`src/rtl/gate_signal_monitor.sv`:
```
// Gate signal monitor: per-period on-time and dead-time measurement with shoot-through protection.
// Dead-time counters, dt_min outputs and dead-time fault exist only with GSM_DEADTIME_MEAS_EN.
module gate_signal_monitor #(
    parameter int unsigned CNT_W      = 8,
    parameter logic [4:0]  DT_MIN_REQ = 5'd2
) (
    input  logic             clk,
    input  logic             RST,
    input  logic [3:0]       JE,
    input  logic             period_start,
    input  logic             fault_clr,
    output logic [CNT_W-1:0] duty1,
    output logic [CNT_W-1:0] duty2,
    output logic [4:0]       dt_min1,
    output logic [4:0]       dt_min2,
    output logic             meas_valid,
    output logic             fault,
    output logic [1:0]       fault_code
);
    localparam logic [1:0] StIdle    = 2'd0;
    localparam logic [1:0] StMeasure = 2'd1;
    localparam logic [1:0] StFault   = 2'd2;

    localparam logic [CNT_W-1:0] CntMax = {CNT_W{1'b1}};

    logic [3:0]       je_q;
    logic             period_q;
    logic [1:0]       state_q, state_d;
    logic [CNT_W-1:0] cnt1_q, cnt1_d, cnt2_q, cnt2_d;
    logic [CNT_W-1:0] duty1_q, duty1_d, duty2_q, duty2_d;
    logic             meas_valid_q, meas_valid_d, fault_q;
    logic [1:0]       code_q, code_d, fault_det;
    logic             p1, p2, n1, n2;
    logic             shoot, dt_fault, any_fault;
    logic             period_load, period_restart;

    // Input stage; reset value 4'b0011 means every device off.
    always_ff @(posedge clk or negedge RST) begin
        if (!RST) begin
            je_q     <= 4'b0011;
            period_q <= 1'b0;
        end else begin
            je_q     <= JE;
            period_q <= period_start;
        end
    end

    assign p1 = ~je_q[0];
    assign p2 = ~je_q[1];
    assign n1 = je_q[2];
    assign n2 = je_q[3];

    assign shoot     = (p1 & n2) | (p2 & n1);
    assign fault_det = {dt_fault, shoot};
    assign any_fault = |fault_det;

    // A fault on a period-start cycle suppresses both the output update and the restart.
    assign period_load    = (state_q == StMeasure) & period_q & ~any_fault;
    assign period_restart = ((state_q == StIdle) | (state_q == StMeasure)) & period_q & ~any_fault;

    always_comb begin
        state_d      = state_q;
        code_d       = code_q;
        cnt1_d       = cnt1_q;
        cnt2_d       = cnt2_q;
        duty1_d      = duty1_q;
        duty2_d      = duty2_q;
        meas_valid_d = 1'b0;
        case (state_q)
            StIdle: begin
                if (any_fault) begin
                    state_d = StFault;
                    code_d  = code_q | fault_det;
                end else if (period_q) begin
                    state_d = StMeasure;
                end
            end
            StMeasure: begin
                if (any_fault) begin
                    state_d = StFault;
                    code_d  = code_q | fault_det;
                end else if (period_q) begin
                    duty1_d      = cnt1_q;
                    duty2_d      = cnt2_q;
                    meas_valid_d = 1'b1;
                end else begin
                    if (p1 && cnt1_q != CntMax) cnt1_d = cnt1_q + 1'b1;
                    if (p2 && cnt2_q != CntMax) cnt2_d = cnt2_q + 1'b1;
                end
            end
            StFault: begin
                code_d = code_q | fault_det;
                // A fault seen together with the clear wins and keeps us here.
                if (fault_clr) begin
                    code_d = fault_det;
                    if (!any_fault) state_d = StIdle;
                end
            end
            default: state_d = StIdle;
        endcase
        if (period_restart) begin
            cnt1_d = CNT_W'(p1);
            cnt2_d = CNT_W'(p2);
        end
    end

    always_ff @(posedge clk or negedge RST) begin
        if (!RST) begin
            state_q      <= StIdle;
            code_q       <= 2'b00;
            cnt1_q       <= '0;
            cnt2_q       <= '0;
            duty1_q      <= '0;
            duty2_q      <= '0;
            meas_valid_q <= 1'b0;
            fault_q      <= 1'b0;
        end else begin
            state_q      <= state_d;
            code_q       <= code_d;
            cnt1_q       <= cnt1_d;
            cnt2_q       <= cnt2_d;
            duty1_q      <= duty1_d;
            duty2_q      <= duty2_d;
            meas_valid_q <= meas_valid_d;
            fault_q      <= (state_d == StFault);
        end
    end

    assign duty1      = duty1_q;
    assign duty2      = duty2_q;
    assign meas_valid = meas_valid_q;
    assign fault      = fault_q;
    assign fault_code = code_q;

`ifdef GSM_DEADTIME_MEAS_EN
    localparam logic [4:0] DtMax = 5'd31;

    logic [4:0] dt_cnt_a_q, dt_cnt_a_d, dt_cnt_b_q, dt_cnt_b_d;
    logic [4:0] min_a_q, min_a_d, min_b_q, min_b_d;
    logic [4:0] dt_min1_q, dt_min1_d, dt_min2_q, dt_min2_d;
    logic       off_a, off_b, exit_a, exit_b;

    // Leg A is pmos1/nmos2, leg B is pmos2/nmos1.
    assign off_a  = ~p1 & ~n2;
    assign off_b  = ~p2 & ~n1;
    assign exit_a = ~off_a & (dt_cnt_a_q != 5'd0);
    assign exit_b = ~off_b & (dt_cnt_b_q != 5'd0);

    assign dt_fault = (state_q == StMeasure) &
                      ((exit_a & (dt_cnt_a_q < DT_MIN_REQ)) | (exit_b & (dt_cnt_b_q < DT_MIN_REQ)));

    always_comb begin
        dt_cnt_a_d = dt_cnt_a_q;
        dt_cnt_b_d = dt_cnt_b_q;
        min_a_d    = min_a_q;
        min_b_d    = min_b_q;
        dt_min1_d  = dt_min1_q;
        dt_min2_d  = dt_min2_q;
        if (state_q != StFault) begin
            dt_cnt_a_d = off_a ? ((dt_cnt_a_q == DtMax) ? DtMax : dt_cnt_a_q + 5'd1) : 5'd0;
            dt_cnt_b_d = off_b ? ((dt_cnt_b_q == DtMax) ? DtMax : dt_cnt_b_q + 5'd1) : 5'd0;
        end
        if (period_load) begin
            dt_min1_d = min_a_q;
            dt_min2_d = min_b_q;
        end
        // An exit on the period-start cycle belongs to the new period.
        if (period_restart) begin
            min_a_d = exit_a ? dt_cnt_a_q : DtMax;
            min_b_d = exit_b ? dt_cnt_b_q : DtMax;
        end else if (state_q == StMeasure && !any_fault) begin
            if (exit_a && dt_cnt_a_q < min_a_q) min_a_d = dt_cnt_a_q;
            if (exit_b && dt_cnt_b_q < min_b_q) min_b_d = dt_cnt_b_q;
        end
    end

    always_ff @(posedge clk or negedge RST) begin
        if (!RST) begin
            dt_cnt_a_q <= 5'd0;
            dt_cnt_b_q <= 5'd0;
            min_a_q    <= DtMax;
            min_b_q    <= DtMax;
            dt_min1_q  <= DtMax;
            dt_min2_q  <= DtMax;
        end else begin
            dt_cnt_a_q <= dt_cnt_a_d;
            dt_cnt_b_q <= dt_cnt_b_d;
            min_a_q    <= min_a_d;
            min_b_q    <= min_b_d;
            dt_min1_q  <= dt_min1_d;
            dt_min2_q  <= dt_min2_d;
        end
    end

    assign dt_min1 = dt_min1_q;
    assign dt_min2 = dt_min2_q;
`else
    assign dt_fault = 1'b0;
    assign dt_min1  = 5'd0;
    assign dt_min2  = 5'd0;
`endif

endmodule

```
`config.mk`:
```
export PLATFORM = sky130hd
export DESIGN_NAME = gate_signal_monitor
export DESIGN_NICKNAME = d
export VERILOG_FILES = /design/src/rtl/gate_signal_monitor.sv
export SDC_FILE = /design/constraint.sdc
export NUM_CORES = 1
export LEC_CHECK = 0
export CORE_ASPECT_RATIO = 0.6
export CORE_UTILIZATION = 35
export CTS_CLUSTER_SIZE = 25
export DETAILED_ROUTE_END_ITERATION = 16
export GPL_TIMING_DRIVEN = 0
export PLACE_DENSITY = 0.62
export SYNTH_ARGS = -nofsm -noshare
export SYNTH_HDL_FRONTEND = slang
export SYNTH_SLANG_ARGS = --single-unit
```
`constraint.sdc`:
```
create_clock -name clk -period 3.45 [get_ports clk]
set_input_delay 0.69 -clock clk [delete_from_list [all_inputs] [get_ports clk]]
set_output_delay 0.69 -clock clk [all_outputs]
set_load 0.005 [all_outputs]
```
## Yosys cells after proc, flatten, opt, wreduce, memory -nomap -nowiden

Index checks and enable logic that the tools add are counted.

| storage, ports and cells | value |
|---|---|
| bits of input ports | 8 |
| output and inout bits | 30 |
| bits in registers | 43 |
| logic and storage cells | 64 |

| cells by class | value |
|---|---|
| add/sub/neg operators | 2 |
| equal/unequal tests | 8 |
| reduce and logical (&&, ||, !) cells | 12 |
| bitwise gates (word level) | 10 |
| mux-type cells | 22 |

Operators with widths:

| cell | count |
|---|---|
| $mux 8 | 10 |
| $add 8x1->8 const B | 2 |
| $ne 8x8->1 const B | 2 |
| $mux 2 | 7 |
| $reduce_and 4->1 | 2 |
| $reduce_bool 2->1 | 4 |
| $ne 2x1->1 const B | 3 |
| $pmux 2 s3 | 1 |
| $and 1x1->1 | 4 |
| $eq 2x2->1 const B | 2 |
| $pmux 2 s2 | 1 |
| $mux 1 | 3 |
| $not 1->1 | 3 |
| $reduce_and 3->1 | 1 |
| $eq 2x1->1 const B | 1 |
| $logic_and 1x1->1 | 2 |
| $logic_not 2->1 | 1 |
| $or 1x1->1 | 2 |
| $or 2x1->2 | 1 |
| $reduce_and 2->1 | 1 |
| $reduce_or 2->1 | 1 |

## Depth between registers and ports, before layout

| logic depth | value |
|---|---|
| word-level depth | 7 |
| mapped depth | 6 |
| depth with buffers taken out | 5 |

## Worst setup path after synthesis

No wires, ideal clock.

| path | value |
|---|---|
| path kind | register -> register |
| start point | register je_q[0] |
| end point | register duty1_q[0] (netlist: duty1[0]) |
| data required time | 3.325 ns |
| library setup time | 0.125 ns |
| path slack | 1.750 ns |
| path buffers | 2 |
| period minus slack after synthesis | 1.700 ns |
| arrival | 1.575 ns |
| stages on the path, launching flop included | 7 |
| path through | dfstp_2 -> or2b_2 -> and2_1 -> buf_6 -> nand3_4 -> buf_8 -> mux2_2 |

| on the way | value |
|---|---|
| longest elaborated chain between the ends | 5 |

RTL lines:

| what | RTL line | RTL |
|---|---|---|
| start: declaration | 26 | `logic [3:0] je_q;` |
| start signal: assignment | 40 | `je_q <= 4'b0011;` |
| start signal: assignment | 43 | `je_q <= JE;` |
| $not 1->1 | 48 | `assign p1 = ~je_q[0];` |
| $and 1x1->1 | 53 | `assign shoot = (p1 & n2) \| (p2 & n1);` |
| $or 1x1->1 | 53 |  |
| $not 1->1 (no source line) | -- |  |
| $reduce_and 3->1 (no source line) | -- |  |
| end signal: assignment | 122 | `duty1_q <= duty1_d;` |
| end: declaration | 30 | `logic [CNT_W-1:0] duty1_q, duty1_d, duty2_q, duty2_d;` |

Every way passes these cells.
A chain may end at the register's enable or synchronous reset.

## Worst setup path in the final report

| path | value |
|---|---|
| start point | register je_q[0] |
| end point | register duty2_q[3] (netlist: duty2[3]) |

| on the way | value |
|---|---|
| longest elaborated chain between the ends | 5 |

RTL lines:

| what | RTL line | RTL |
|---|---|---|
| $not 1->1 | 48 |  |
| $and 1x1->1 | 53 |  |
| $or 1x1->1 | 53 |  |
| $not 1->1 (no source line) | -- |  |
| $reduce_and 3->1 (no source line) | -- |  |
| end signal: assignment | 123 | `duty2_q <= duty2_d;` |
| end: declaration | 30 |  |

Every way passes these cells.

==> qor.txt <==
Power Density -> 416 mW/mm2
Post-CTS setup buffers -> 0
Reg2reg start -> je_q[0]
Crit path max fanout -> 10
Warnings, synthesis -> 0
Diode count -> 0
Syn avg cell area -> 12.0 um2
Static leakage -> 1.12 nW
Number of flops mapped to enable cells by yosys -> 0
Initial DRT Pass Iterations -> 4
Data arrival, critical path -> 2.03 ns
Hold crit path type -> primary input to async pin
Final net count -> 222
WL final -> 3.96 mm
Area growth syn-to-layout -> 25.2%
Total track usage -> 0.146
Critical path's top delay family -> simple AND/OR/NAND/NOR gates
Wire per inst -> 13.6 um
Chip Height -> 60.8 um
Post-synth ARST share -> 1.00
Cell area after layout -> 0.00252 mm2
Final Hold Vio Count -> 0
Core ar. -> 0.00531 mm2
Max Root-Sink Buffers -> 2
First-pass GRT wire length -> 6.71 mm
Initial DRC Count -> 74
Initial antenna violation count -> 0
Synth unique cells -> 44
Grt total ovfl -> 0
Initial Util -> 0.380
Fin Hold WS -> 0.357 ns
Number of global-route vias before repair -> 1,285
Switching fraction of total power -> 0.254
Setup Skew -> 0.00374 ns
FF+latch count, synth -> 42
CP Cell Sequence -> or2b_2, and2_1, buf_6, nand3_4, buf_8, mux2_2
Critical Path Start Type -> flip-flop
CP startpoint -> je_q[0]
Most frequent cells in the layout -> dfrtp_1 (40), clkdlybuf4s50_1 (25), mux2_2 (13)
Pin count of the biggest net entering global routing -> 24
Die area -> 0.00608 mm2
Part of the power in registers -> 0.538
Clock power frac -> 0.315
Layout cells sized above 1 -> 0.216
H-tree Lvls -> 2
Setup Crit Path Kind -> flip-flop to flip-flop
Die Wd -> 100 um
Setup violators final -> 0
Crit path time final -> 1.85 ns
RSZ-0062 raised after global routing -> false
Storage cell area -> 0.00105 mm2
Seq/Total Area, Yosys -> 0.522
Cells after synthesis -> 168
Crit-path max cell delay -> 0.39 ns
TritonCTS Sinks -> 42
Post-route setup TNS -> 0 ns
Layout fillers -> 519
Psw -> 0.000267 W
Placed cell areas -> 0.00243 mm2
Final core utilization -> 0.476
Logic pwr share -> 0.147
Post-CTS sizing -> 0
# rows -> 20
DRC Markers -> 0
Max Freq -> 540 MHz
Slowest CP cell -> dfstp_2
CTS tree -> built
Post-CTS Hold Fix Bufs -> 0
Status -> finished clean
Root Buffer -> clkbuf_8
Critical Path RT -> 3.63 ns
Max-slew violations -> 0
Tcrit/Tclk final -> 0.537
Gpl congestion -> 0.795
Worst relative slew slack -> 0.635
Commonest non-fill, non-tap cell in the layout -> dfrtp_1
Overall power -> 0.00105 W
VDD IR max -> 0.231 mV
CP Capture Type -> flip-flop
I/O Buffers -> 26
Detailed placement HPWL -> 2.91 mm
Worst-Skew Late Latency -> 0.29 ns
Post-DR vias/cell -> 4.81
Internal cell power -> 0.000783 W
Buf+Inv Stages, Crit Path -> 2
Multi-input logic area -> 856 um2
Antenna Nets Post-Route -> 0
Post-synth top flop -> dfrtp_1
Clk pin slew, worst setup/hold paths -> 0.08 ns
Syn Std Cell Area -> 0.00202 mm2
Ports -> 38
MaxCap Viol Count -> 0
TritonCTS buffer count -> 5
Worst-Margin Slew -> 0.545 ns
Via count -> 1,395
[registers in the layout, indices dropped and copies added, names as in the netlist]
| register | flops |
|---|---|
| state_q | 2 |
| meas_valid | 1 |
| duty2 | 8 |
| cnt2_q | 8 |
| je_q | 4 |
| cnt1_q | 8 |
| fault | 1 |
| fault_code | 1 |
| period_q | 1 |
| duty1 | 8 |
[power groups by stage]
stage	combinational (W)	clock [W]	sequential, W
2_1_floorplan	0.0000813	0	0.000566
5_1_grt	0.000175	0.000361	0.000570
6_report	0.000154	0.000331	0.000565
3_5_place_dp	0.000156	0	0.000575
4_1_cts	0.000157	0.000341	0.000565
3_3_place_gp	0.000149	0	0.000574
[area by class of cell]
type / instances / area share
plain buffers: 19 / 0.0530
clock buffers: 7 / 0.0342
repair buffers: 27 / 0.112
well taps: 77 / 0.0382
inverters: 3 / 0.00446
clock inverters: 1 / 0.00198
multi-input cells: 114 / 0.339
flip-flops and latches: 42 / 0.417
[layer usage]
layer	routed length (um)	vias up	track usage
met3	199	0	0.0415
met2	1540	38	0.195
met4	0	0	0.0248
met5	0	-	0
li1	-	696	-
met1	2210	661	0.231
[cell usage after synthesis (2+ instances only)]
cell type | count | share of area
a21oi_1 | 9 | 0.022
a22oi_1 | 2 | 0.0074
and2_1 | 2 | 0.0062
and4_1 | 3 | 0.013
buf_2 | 2 | 0.0050
buf_4 | 11 | 0.041
clkbuf_1 | 4 | 0.0074
dfrtp_1 | 40 | 0.50
dfstp_2 | 2 | 0.026
ha_1 | 2 | 0.012
inv_1 | 3 | 0.0056
mux2_1 | 3 | 0.017
mux2_2 | 13 | 0.073
mux2i_1 | 2 | 0.0099
nand2_1 | 9 | 0.017
nand2b_1 | 2 | 0.0062
nand3_1 | 6 | 0.015
nand4_1 | 3 | 0.0093
nand4b_4 | 2 | 0.024
nor3_1 | 2 | 0.0050
o211ai_1 | 4 | 0.015
o21a_1 | 3 | 0.011
o21ai_0 | 2 | 0.0050
o311ai_0 | 2 | 0.0087
o31ai_1 | 5 | 0.019
o41ai_1 | 3 | 0.013
or2b_2 | 2 | 0.0087
or3_1 | 2 | 0.0062
or4_1 | 8 | 0.030
[path summary, 6_finish.rpt]
path	to	slack (ns)	cells after the start
setup / recovery	duty2[3]	1.60	6
hold / removal	meas_valid	0.36	1
setup reg to reg	duty2[3]	1.60	6
hold reg to reg	duty2[2]	0.50	1
max in group asynchronous	duty1[7]	2.61	2
min in group clk	duty2[2]	0.50	1
[cells by family after synthesis]
| group | after synthesis | share of synthesized area |
|---|---|---|
| simple gates | 51 | 0.182 |
| compound gates | 32 | 0.110 |
| mux | 18 | 0.0993 |
| buf+inv | 22 | 0.0720 |
| other cells | 1 | 0.00186 |
| fa+ha+maj | 2 | 0.0124 |
| flops | 42 | 0.522 |
[metrics by stage]
| step | instances | worst slack (ns) |
|---|---|---|
| 6_report | 290 | 1.60 |
| 5_1_grt | 290 | 1.51 |
| 4_1_cts | 290 | 1.58 |
| 3_5_place_dp | 282 | 1.60 |
| 3_3_place_gp | 281 | 0.579 |
| 2_1_floorplan | 178 | 1.75 |
[worst reg2reg max path, delay by kind of cell, from the launching register on]
family        cells  cell delay (ns)
flops             1             0.39
simple gates      3             0.70
mux               1             0.34
buf+inv           2             0.31
No activity file was read; power rests on OpenSTA's default activity.
